==> src/rtl/fetch_pkg.sv <==
// Shared types and constants for the instruction-fetch front end.
// Optional behaviour in fetch_unit is selected by the FETCH_MISALIGN_EN macro.
package fetch_pkg;

  localparam int unsigned FETCH_DATA_W = 32;
  localparam int unsigned FETCH_ADDR_W = 13;
  localparam int unsigned PC_STEP      = 4;

  localparam logic [FETCH_DATA_W-1:0] NOP_INSTR = 32'h0000_0013;

  typedef struct packed {
    logic [FETCH_ADDR_W-1:0] pc;
    logic [FETCH_DATA_W-1:0] instr;
  } fetch_entry_t;

  // Clear the two byte-offset bits of a byte address.
  function automatic logic [FETCH_ADDR_W-1:0] align_pc(input logic [FETCH_ADDR_W-1:0] addr);
    return {addr[FETCH_ADDR_W-1:2], 2'b00};
  endfunction

endpackage

==> src/rtl/fetch_queue.sv <==
// Synchronous FIFO of fetch entries; flush wins over push, and a full queue
// accepts a push in the same cycle as a pop.
module fetch_queue
  import fetch_pkg::*;
#(
  parameter int unsigned QDEPTH = 2,
  localparam int unsigned PTR_W = (QDEPTH > 1) ? $clog2(QDEPTH) : 1,
  localparam int unsigned CNT_W = $clog2(QDEPTH + 1)
) (
  input  logic               clk,
  input  logic               rst,
  input  logic               push_i,
  input  logic               pop_i,
  input  logic               flush_i,
  input  fetch_entry_t       data_i,
  output fetch_entry_t       head_c_o,
  output logic               full_c_o,
  output logic               empty_c_o,
  output logic [CNT_W-1:0]   count_o
);

  fetch_entry_t       mem_q [QDEPTH];
  logic [PTR_W-1:0]   wr_ptr_q, wr_ptr_d;
  logic [PTR_W-1:0]   rd_ptr_q, rd_ptr_d;
  logic [CNT_W-1:0]   count_q, count_d;
  logic               do_push, do_pop;

  assign full_c_o  = (count_q == CNT_W'(QDEPTH));
  assign empty_c_o = (count_q == '0);
  assign head_c_o  = mem_q[rd_ptr_q];
  assign count_o   = count_q;

  assign do_pop  = pop_i & ~empty_c_o & ~flush_i;
  assign do_push = push_i & (~full_c_o | do_pop) & ~flush_i;

  always_comb begin
    wr_ptr_d = wr_ptr_q;
    rd_ptr_d = rd_ptr_q;
    count_d  = count_q;
    if (flush_i) begin
      wr_ptr_d = '0;
      rd_ptr_d = '0;
      count_d  = '0;
    end else begin
      if (do_push) wr_ptr_d = wr_ptr_q + PTR_W'(1);
      if (do_pop)  rd_ptr_d = rd_ptr_q + PTR_W'(1);
      count_d = count_q + CNT_W'(do_push) - CNT_W'(do_pop);
    end
  end

  always_ff @(posedge clk) begin
    if (rst) begin
      wr_ptr_q <= '0;
      rd_ptr_q <= '0;
      count_q  <= '0;
    end else begin
      wr_ptr_q <= wr_ptr_d;
      rd_ptr_q <= rd_ptr_d;
      count_q  <= count_d;
    end
  end

  // Storage needs no reset: empty entries are never presented.
  always_ff @(posedge clk) begin
    if (do_push) mem_q[wr_ptr_q] <= data_i;
  end

endmodule

==> src/rtl/fetch_unit.sv <==
// Instruction-fetch front end: PC register, next-PC mux and decode handshake.
// Define FETCH_MISALIGN_EN to halt and flag on misaligned redirect targets.
module fetch_unit
  import fetch_pkg::*;
#(
  parameter int unsigned DATA_WIDTH = FETCH_DATA_W,
  parameter int unsigned ADDR_WIDTH = FETCH_ADDR_W,
  parameter int unsigned RESET_PC   = 0,
  parameter int unsigned QDEPTH     = 2
) (
  input  logic                  clk,
  input  logic                  rst,
  output logic [ADDR_WIDTH-1:0] imem_raddr,
  input  logic [DATA_WIDTH-1:0] imem_rdata,
  input  logic                  redirect_valid,
  input  logic [ADDR_WIDTH-1:0] redirect_pc,
  output logic                  instr_valid,
  input  logic                  instr_ready,
  output logic [DATA_WIDTH-1:0] instr_data,
  output logic [ADDR_WIDTH-1:0] instr_pc,
  output logic                  misalign_err
);

  localparam int unsigned CNT_W = $clog2(QDEPTH + 1);

  logic [ADDR_WIDTH-1:0] pc_q, pc_d;
  logic                  halted;
  logic                  deq, enq;
  logic                  q_full, q_empty;
  logic [CNT_W-1:0]      q_count;
  fetch_entry_t          q_head, q_in;
  logic                  unused_count;

  assign unused_count = ^q_count;

  assign imem_raddr  = pc_q;
  assign instr_valid = ~q_empty;
  assign instr_data  = q_empty ? DATA_WIDTH'(NOP_INSTR) : DATA_WIDTH'(q_head.instr);
  assign instr_pc    = q_empty ? '0 : ADDR_WIDTH'(q_head.pc);

  assign deq = instr_valid & instr_ready;
  assign enq = ~redirect_valid & ~halted & (~q_full | deq);

  assign q_in.pc    = FETCH_ADDR_W'(pc_q);
  assign q_in.instr = FETCH_DATA_W'(imem_rdata);

  // Redirect beats sequential fetch; the PC holds when stalled or halted.
  always_comb begin
    pc_d = pc_q;
    if (redirect_valid)
      pc_d = {redirect_pc[ADDR_WIDTH-1:2], 2'b00};
    else if (enq)
      pc_d = pc_q + ADDR_WIDTH'(PC_STEP);
  end

  always_ff @(posedge clk) begin
    if (rst) pc_q <= ADDR_WIDTH'(RESET_PC);
    else     pc_q <= pc_d;
  end

`ifdef FETCH_MISALIGN_EN
  logic halted_q, halted_d;
  logic misalign_q, misalign_d;
  logic target_misaligned;

  assign target_misaligned = redirect_valid & (redirect_pc[1:0] != 2'b00);

  // Any redirect re-evaluates the halt; only reset clears the sticky flag.
  always_comb begin
    halted_d   = halted_q;
    misalign_d = misalign_q | target_misaligned;
    if (redirect_valid) halted_d = target_misaligned;
  end

  always_ff @(posedge clk) begin
    if (rst) begin
      halted_q   <= 1'b0;
      misalign_q <= 1'b0;
    end else begin
      halted_q   <= halted_d;
      misalign_q <= misalign_d;
    end
  end

  assign halted       = halted_q;
  assign misalign_err = misalign_q;
`else
  logic unused_redirect_lsbs;
  assign unused_redirect_lsbs = ^redirect_pc[1:0];
  assign halted               = 1'b0;
  assign misalign_err         = 1'b0;
`endif

  fetch_queue #(
    .QDEPTH (QDEPTH)
  ) u_queue (
    .clk       (clk),
    .rst       (rst),
    .push_i    (enq),
    .pop_i     (deq),
    .flush_i   (redirect_valid),
    .data_i    (q_in),
    .head_c_o  (q_head),
    .full_c_o  (q_full),
    .empty_c_o (q_empty),
    .count_o   (q_count)
  );

endmodule

==> config.mk <==
export PLATFORM = sky130hd
export DESIGN_NAME = fetch_unit
export DESIGN_NICKNAME = d
export VERILOG_FILES = /design/src/rtl/fetch_pkg.sv /design/src/rtl/fetch_queue.sv /design/src/rtl/fetch_unit.sv
export SDC_FILE = /design/constraint.sdc
export NUM_CORES = 1
export LEC_CHECK = 0
export CORE_AREA = 10 10 101 103
export CTS_CLUSTER_DIAMETER = 40
export DETAILED_ROUTE_END_ITERATION = 10
export DIE_AREA = 0 0 111 113
export PLACE_DENSITY_LB_ADDON = 0.3
export RECOVER_POWER = 50
export SYNTH_ARGS = -nofsm -noshare
export SYNTH_HDL_FRONTEND = slang
export SYNTH_SLANG_ARGS = --single-unit
export TNS_END_PERCENT = 100
==> constraint.sdc <==
create_clock -name clk -period 9.3 [get_ports clk]
set_input_delay 0.93 -clock clk [delete_from_list [all_inputs] [get_ports clk]]
set_output_delay 0.93 -clock clk [all_outputs]
set_load 0.02 [all_outputs]
==> results of run 1 <==
==> synth_stat cells, types with 2 or more instances <==
cell,instances
mux2i_1,43
a311oi_1,5
nand3_1,2
nor4_1,2
dfxtp_1,16
or4_1,4
and3_1,2
inv_1,9
nand3b_1,2
nor2b_1,2
buf_4,6
o31a_1,2
ha_1,3
buf_2,5
o21ai_0,7
nor3b_1,2
nor2_1,51
nand2_1,8
edfxtp_1,86
clkbuf_1,8
or3_1,2
xor2_1,2
nand4b_1,2
a221oi_1,2
o31ai_1,3
xnor2_1,3
nor3_1,6
==> power by group <==
| group | total [mW] | switching, mW | internal [mW] |
|---|---|---|---|
| logic | 0.116 | 0.0632 | 0.0531 |
| registers | 0.535 | 0.0124 | 0.522 |
| clock network | 0.249 | 0.148 | 0.101 |
| total | 0.900 | 0.224 | 0.676 |
==> registers in the layout, indices dropped and copies added (netlist names), named ones only <==
register and count:
u_queue.rd_ptr_q 1, u_queue.wr_ptr_q 1, imem_raddr 11, u_queue.count_o 2, u_queue.mem_q 86
==> cells by family after synthesis <==
logic type / after synthesis
adder cells (fa/ha/maj): 3
XOR/XNOR: 5
buffers and inverters: 30
multiplexers: 43
other: 1
flip-flops: 102
AND/OR/NAND/NOR: 91
AO/OA/AOI/OAI: 24
==> layer usage <==
layer,up-vias,track usage [%],part of all wire (%)
met2,92,22.2,49
met1,1232,15.7,43
met4,0,3.73,1.1
li1,1297,-,-
met5,-,0,0
met3,10,4.86,6.8
==> worst paths after layout <==
path,endpoint,slack [ns],depth (start not counted)
setup / recovery,u_queue.mem_q[0][3]$_DFFE_PP_,5.01,4
hold / removal,u_queue.mem_q[1][42]$_DFFE_PP_,0.54,0
setup reg to reg,u_queue.mem_q[0][3]$_DFFE_PP_,5.68,3
hold reg to reg,u_queue.mem_q[1][42]$_DFFE_PP_,0.54,0
==> area by class of cell <==
| class | count | area, sq um | area share, % |
|---|---|---|---|
| flip-flops and latches | 102 | 2900 | 53.3 |
| multi-input cells | 171 | 1170 | 21.6 |
| repair buffers | 103 | 1020 | 18.8 |
| well taps | 105 | 131 | 2.41 |
| clock buffers | 9 | 124 | 2.28 |
| clock inverters | 7 | 55.1 | 1.01 |
| inverters | 9 | 33.8 | 0.621 |
==> flow_summary.json, run 1 <==
{
  "rows": 33,
  "synth_top_cell_by_area": "edfxtp_1",
  "synth_flop_cell": "edfxtp_1",
  "syn_inst": 299,
  "critPathLaunchType": "input pin",
  "worst-path-max-fanout": 43,
  "first_global_vias": 2680,
  "fillerInstances": 589,
  "synth-simple-area-share_pct": 10.8,
  "max-cap-violations": 2,
  "fin_area_sq_um": 5440,
  "period_minus_slack_ns": 4.29,
  "syn_to_final_growth_pct": 29.6,
  "die_h_um": 113,
  "gp_congestion": 0.804,
  "wire_per_inst_um": 16.8,
  "clock-sinks": 102,
  "cp.arrival_ns": 4.03,
  "async_flop_share_pct": 0,
  "max_slew_margin_pct": -62.6,
  "cp_slowest_cell": "nor3b_1",
  "drt_pre_antenna_iters": 4,
  "cts_tree": "built",
  "final_antenna_net_count": 0,
  "clkTransAtPathRegs_ns": 0.09,
  "path_cells": "dlygate4sd3_1, nor3b_1, nor3_2, clkbuf_1",
  "synthMuxAreaShare_pct": 10.2,
  "die-width_um": 111,
  "hold_path.class": "register to register",
  "setup_tns_ns": 0,
  "status": "finished, violations left",
  "finish.utilization_pct": 66.9,
  "syn_area_per_cell_sq_um": 14.1,
  "r2r-start": "u_queue.count_o[1]$_SDFF_PP0_",
  "final_common_cell": "edfxtp_1",
  "violations": "capacitance limit, slew limit",
  "place_area_sq_um": 5270,
  "worst_pin_slew_ns": 2.44,
  "wl_mm": 8.49,
  "final_cell_count_no_fill": 506,
  "htree_levels": 3,
  "critPathCaptureType": "register",
  "dp_cells": 490,
  "worstSetupPathType": "input pin to register",
  "holdWs_ns": 0.541,
  "layout-drive-gt1-share_pct": 5.99,
  "synth_cell_type_count": 41,
  "grt_first_pass_wirelength_mm": 13.5,
  "synthXorXnorAreaFrac_pct": 1.04,
  "drc": 0,
  "vias": 2631,
  "pre_cts_slack_ns": 5.68,
  "cts_buffer_depth": 2,
  "synth_compound_area_share_pct": 4.26,
  "syn_area_sq_um": 4200,
  "synth_seq_area_share_pct": 69.1,
  "ys_seq_elements": 102,
  "yosysWarnings": 0,
  "ios": 109,
  "nets": 448,
  "dpl.hpwl_mm": 5.79,
  "leakagePower_nw": 1.81,
  "diodes": 0,
  "max_freq_mhz": 233,
  "synth_top_cell_area_share_pct": 61.5,
  "drt_iter0_drc": 116,
  "ir_drop_uv": 70.9,
  "synthAdderAreaFrac_pct": 0.893,
  "setup_viol": 0,
  "via_per_inst": 5.20,
  "grt_max_degree": 44,
  "cts_buffers": 9,
  "cts_root_buf": "clkbuf_8",
  "post-route-period-util_pct": 46.2,
  "slowest_delay_ns": 1.52,
  "skew_ns": 0.0131,
  "io_buffers": 101,
  "track_usage_pct": 13.3,
  "die_area_sq_um": 12500,
  "powerDensity_nw_per_um2": 165,
  "synth_top_family_by_area": "simple AND/OR/NAND/NOR gates",
  "min_from": "imem_raddr[10]$_SDFFE_PP0P_",
  "antenna_found_initial": 0,
  "post_cts_resized": 0,
  "hold_viol": 0,
  "rsz0062_at_grt": "no",
  "synth_edf_count": 86,
  "coreArea_sq_um": 8130,
  "finalMaxSlewViolations": 66,
  "holdBufCountCts": 0,
  "worst_slack_ns": 5.01,
  "final_cell_mix": "edfxtp_1, clkdlybuf4s50_1, nor2_1",
  "worstSkewPairLatency_ns": 0.35,
  "worstPathBufferInverterCount": 2,
  "cp.required_ns": 9.04,
  "startpoint": "instr_ready",
  "post_cts_buffers": 0,
  "synth_area_leaders": "edfxtp_1, mux2i_1, dfxtp_1",
  "cp_top_family": "buffers and inverters",
  "start_util_pct": 51.7,
  "p_total_mw": 0.900,
  "grt.overflow.total": 0
}
Note: power is estimated with default switching activity, not from simulation.
==> inputs of run 2 (changes only) <==
CORE_AREA = 10 10 104 106   (was 10 10 101 103)
DIE_AREA = 0 0 114 116   (was 0 0 111 113)
clock period = 4.05 ns   (was 9.3 ns; I/O delays follow)
==> run 2 against run 1 <==
The run now ends clean. Sequential power up 130%. Combinational power rose by 130%. Worst hold slack about the same. Cell count grew 1.2%. Non-clock buffer count up 3. Global-route usage decreased by 0.14 points. Setup slack got worse by 3.6 ns. Final area up 0.51%. Power is 130% higher. Critical endpoint is now instr_pc[6]. Largest power group unchanged.
==> flow_summary.json, run 2 (synthesis gave the netlist of run 1 again) <==
{
  "cts_root_buf": "clkbuf_8",
  "dp_cells": 496,
  "period_minus_slack_ns": 2.68,
  "worstSkewPairLatency_ns": 0.35,
  "timing.rr.end": "u_queue.mem_q[0][42]$_DFFE_PP_",
  "wl_mm": 8.77,
  "die_area_sq_um": 13200,
  "nets": 451,
  "critPathLaunchType": "register",
  "setup_viol": 0,
  "finish.utilization_pct": 63.0,
  "worst-path-max-fanout": 40,
  "grt.overflow.total": 0,
  "htree_levels": 3,
  "drt_iter0_drc": 135,
  "worst_slack_ns": 1.37,
  "final_antenna_net_count": 0,
  "worst_pin_slew_ns": 1.15,
  "max_slew_margin_pct": 23.2,
  "regMostFlops": "u_queue.mem_q",
  "io_buffers": 101,
  "antenna_found_initial": 0,
  "drc": 0,
  "ir_drop_uv": 180,
  "post_cts_buffers": 0,
  "layout-drive-gt1-share_pct": 6.70,
  "max_freq_mhz": 373,
  "die_h_um": 116,
  "max-cap-violations": 0,
  "via_per_inst": 5.31,
  "coreArea_sq_um": 8680,
  "final_common_cell": "edfxtp_1",
  "wire_per_inst_um": 17.1,
  "reg2regPathDepth": 3,
  "critPathCaptureType": "output pin",
  "pre_cts_slack_ns": 1.26,
  "r2r_slack_ns": 1.69,
  "hold_viol": 0,
  "cts_buffer_depth": 2,
  "worstSetupEndpoint": "instr_pc[6]",
  "dpl.hpwl_mm": 5.95,
  "setup_tns_ns": 0,
  "cts_buffers": 9,
  "rows": 34,
  "powerDensity_nw_per_um2": 374,
  "track_usage_pct": 13.1,
  "die-width_um": 114,
  "clock-sinks": 102,
  "syn_to_final_growth_pct": 30.2,
  "final_cell_mix": "edfxtp_1, clkdlybuf4s50_1, nor2_1",
  "post-route-period-util_pct": 66.2,
  "clkTransAtPathRegs_ns": 0.09,
  "final_cell_count_no_fill": 512,
  "skew_ns": 0.00759,
  "start_util_pct": 48.4,
  "holdBufCountCts": 0,
  "hold_path.class": "register to register",
  "finalMaxSlewViolations": 0,
  "post_cts_resized": 0,
  "cts_tree": "built",
  "gp_congestion": 0.796,
  "worstSetupPathType": "register to output pin",
  "grt_max_degree": 44,
  "status": "complete, no violations",
  "drt_pre_antenna_iters": 4,
  "largest_reg_flops": 86,
  "min_from": "imem_raddr[12]$_SDFFE_PP0P_",
  "leakagePower_nw": 1.82,
  "rsz0062_at_grt": "no",
  "r2r-start": "u_queue.count_o[1]$_SDFF_PP0_",
  "grt_first_pass_wirelength_mm": 13.7,
  "ios": 109,
  "vias": 2719,
  "first_global_vias": 2707,
  "cp.arrival_ns": 2.28,
  "cp.required_ns": 3.64
}
## run 2: power breakdown
group	switching [mW]	internal, mW	leakage [nW]	total, mW
clock network	0.329	0.221	0.0783	0.550
logic	0.146	0.124	0.800	0.271
registers	0.0296	1.20	0.945	1.23
## run 2: layout make-up
| class | count | area [sq um] |
|---|---|---|
| Multi-Input combinational cell | 171 | 1180 |
| Clock inverter | 5 | 37.5 |
| Clock buffer | 10 | 128 |
| Tap cell | 108 | 135 |
| Fill cell | 701 | 3210 |
| Antenna cell | 1 | 2.50 |
| Sequential cell | 102 | 2900 |
| Timing Repair Buffer | 106 | 1050 |
| Inverter | 9 | 33.8 |
## run 2: stage by stage
step	power, mW	instance area (sq um)	hold WS, ns
2_1_floorplan	1.39	4220	0.504
3_3_place_gp	1.53	5310	0.528
3_5_place_dp	1.54	5310	0.529
4_1_cts	2.08	5470	0.541
5_1_grt	2.14	5470	0.555
6_report	2.05	5470	0.541
## run 2: how the worst min path moves through the flow
stage,slack [ns],end,cells past startpoint
after floorplan,0.50,u_queue.mem_q[0][0]$_DFFE_PP_,0
after global placement,0.53,u_queue.mem_q[0][44]$_DFFE_PP_,0
after detailed placement,0.53,u_queue.mem_q[0][42]$_DFFE_PP_,0
after CTS,0.54,u_queue.mem_q[1][44]$_DFFE_PP_,0
after global routing,0.56,u_queue.mem_q[1][42]$_DFFE_PP_,0
final,0.54,u_queue.mem_q[1][44]$_DFFE_PP_,0
## run 2: critical path: stages (launching register included)
cell	delay, ns
dfxtp_2	0.38
buf_4	0.57
mux2i_1	0.16
nor2_1	0.17
clkdlybuf4s50_1	0.64
## run 2: routing by layer
| layer | track usage, % | wire [um] |
|---|---|---|
| met1 | 16.0 | 3590 |
| met2 | 21.5 | 4340 |
| met3 | 4.60 | 732 |
| met4 | 4.01 | 101 |
| met5 | 0 | 0 |
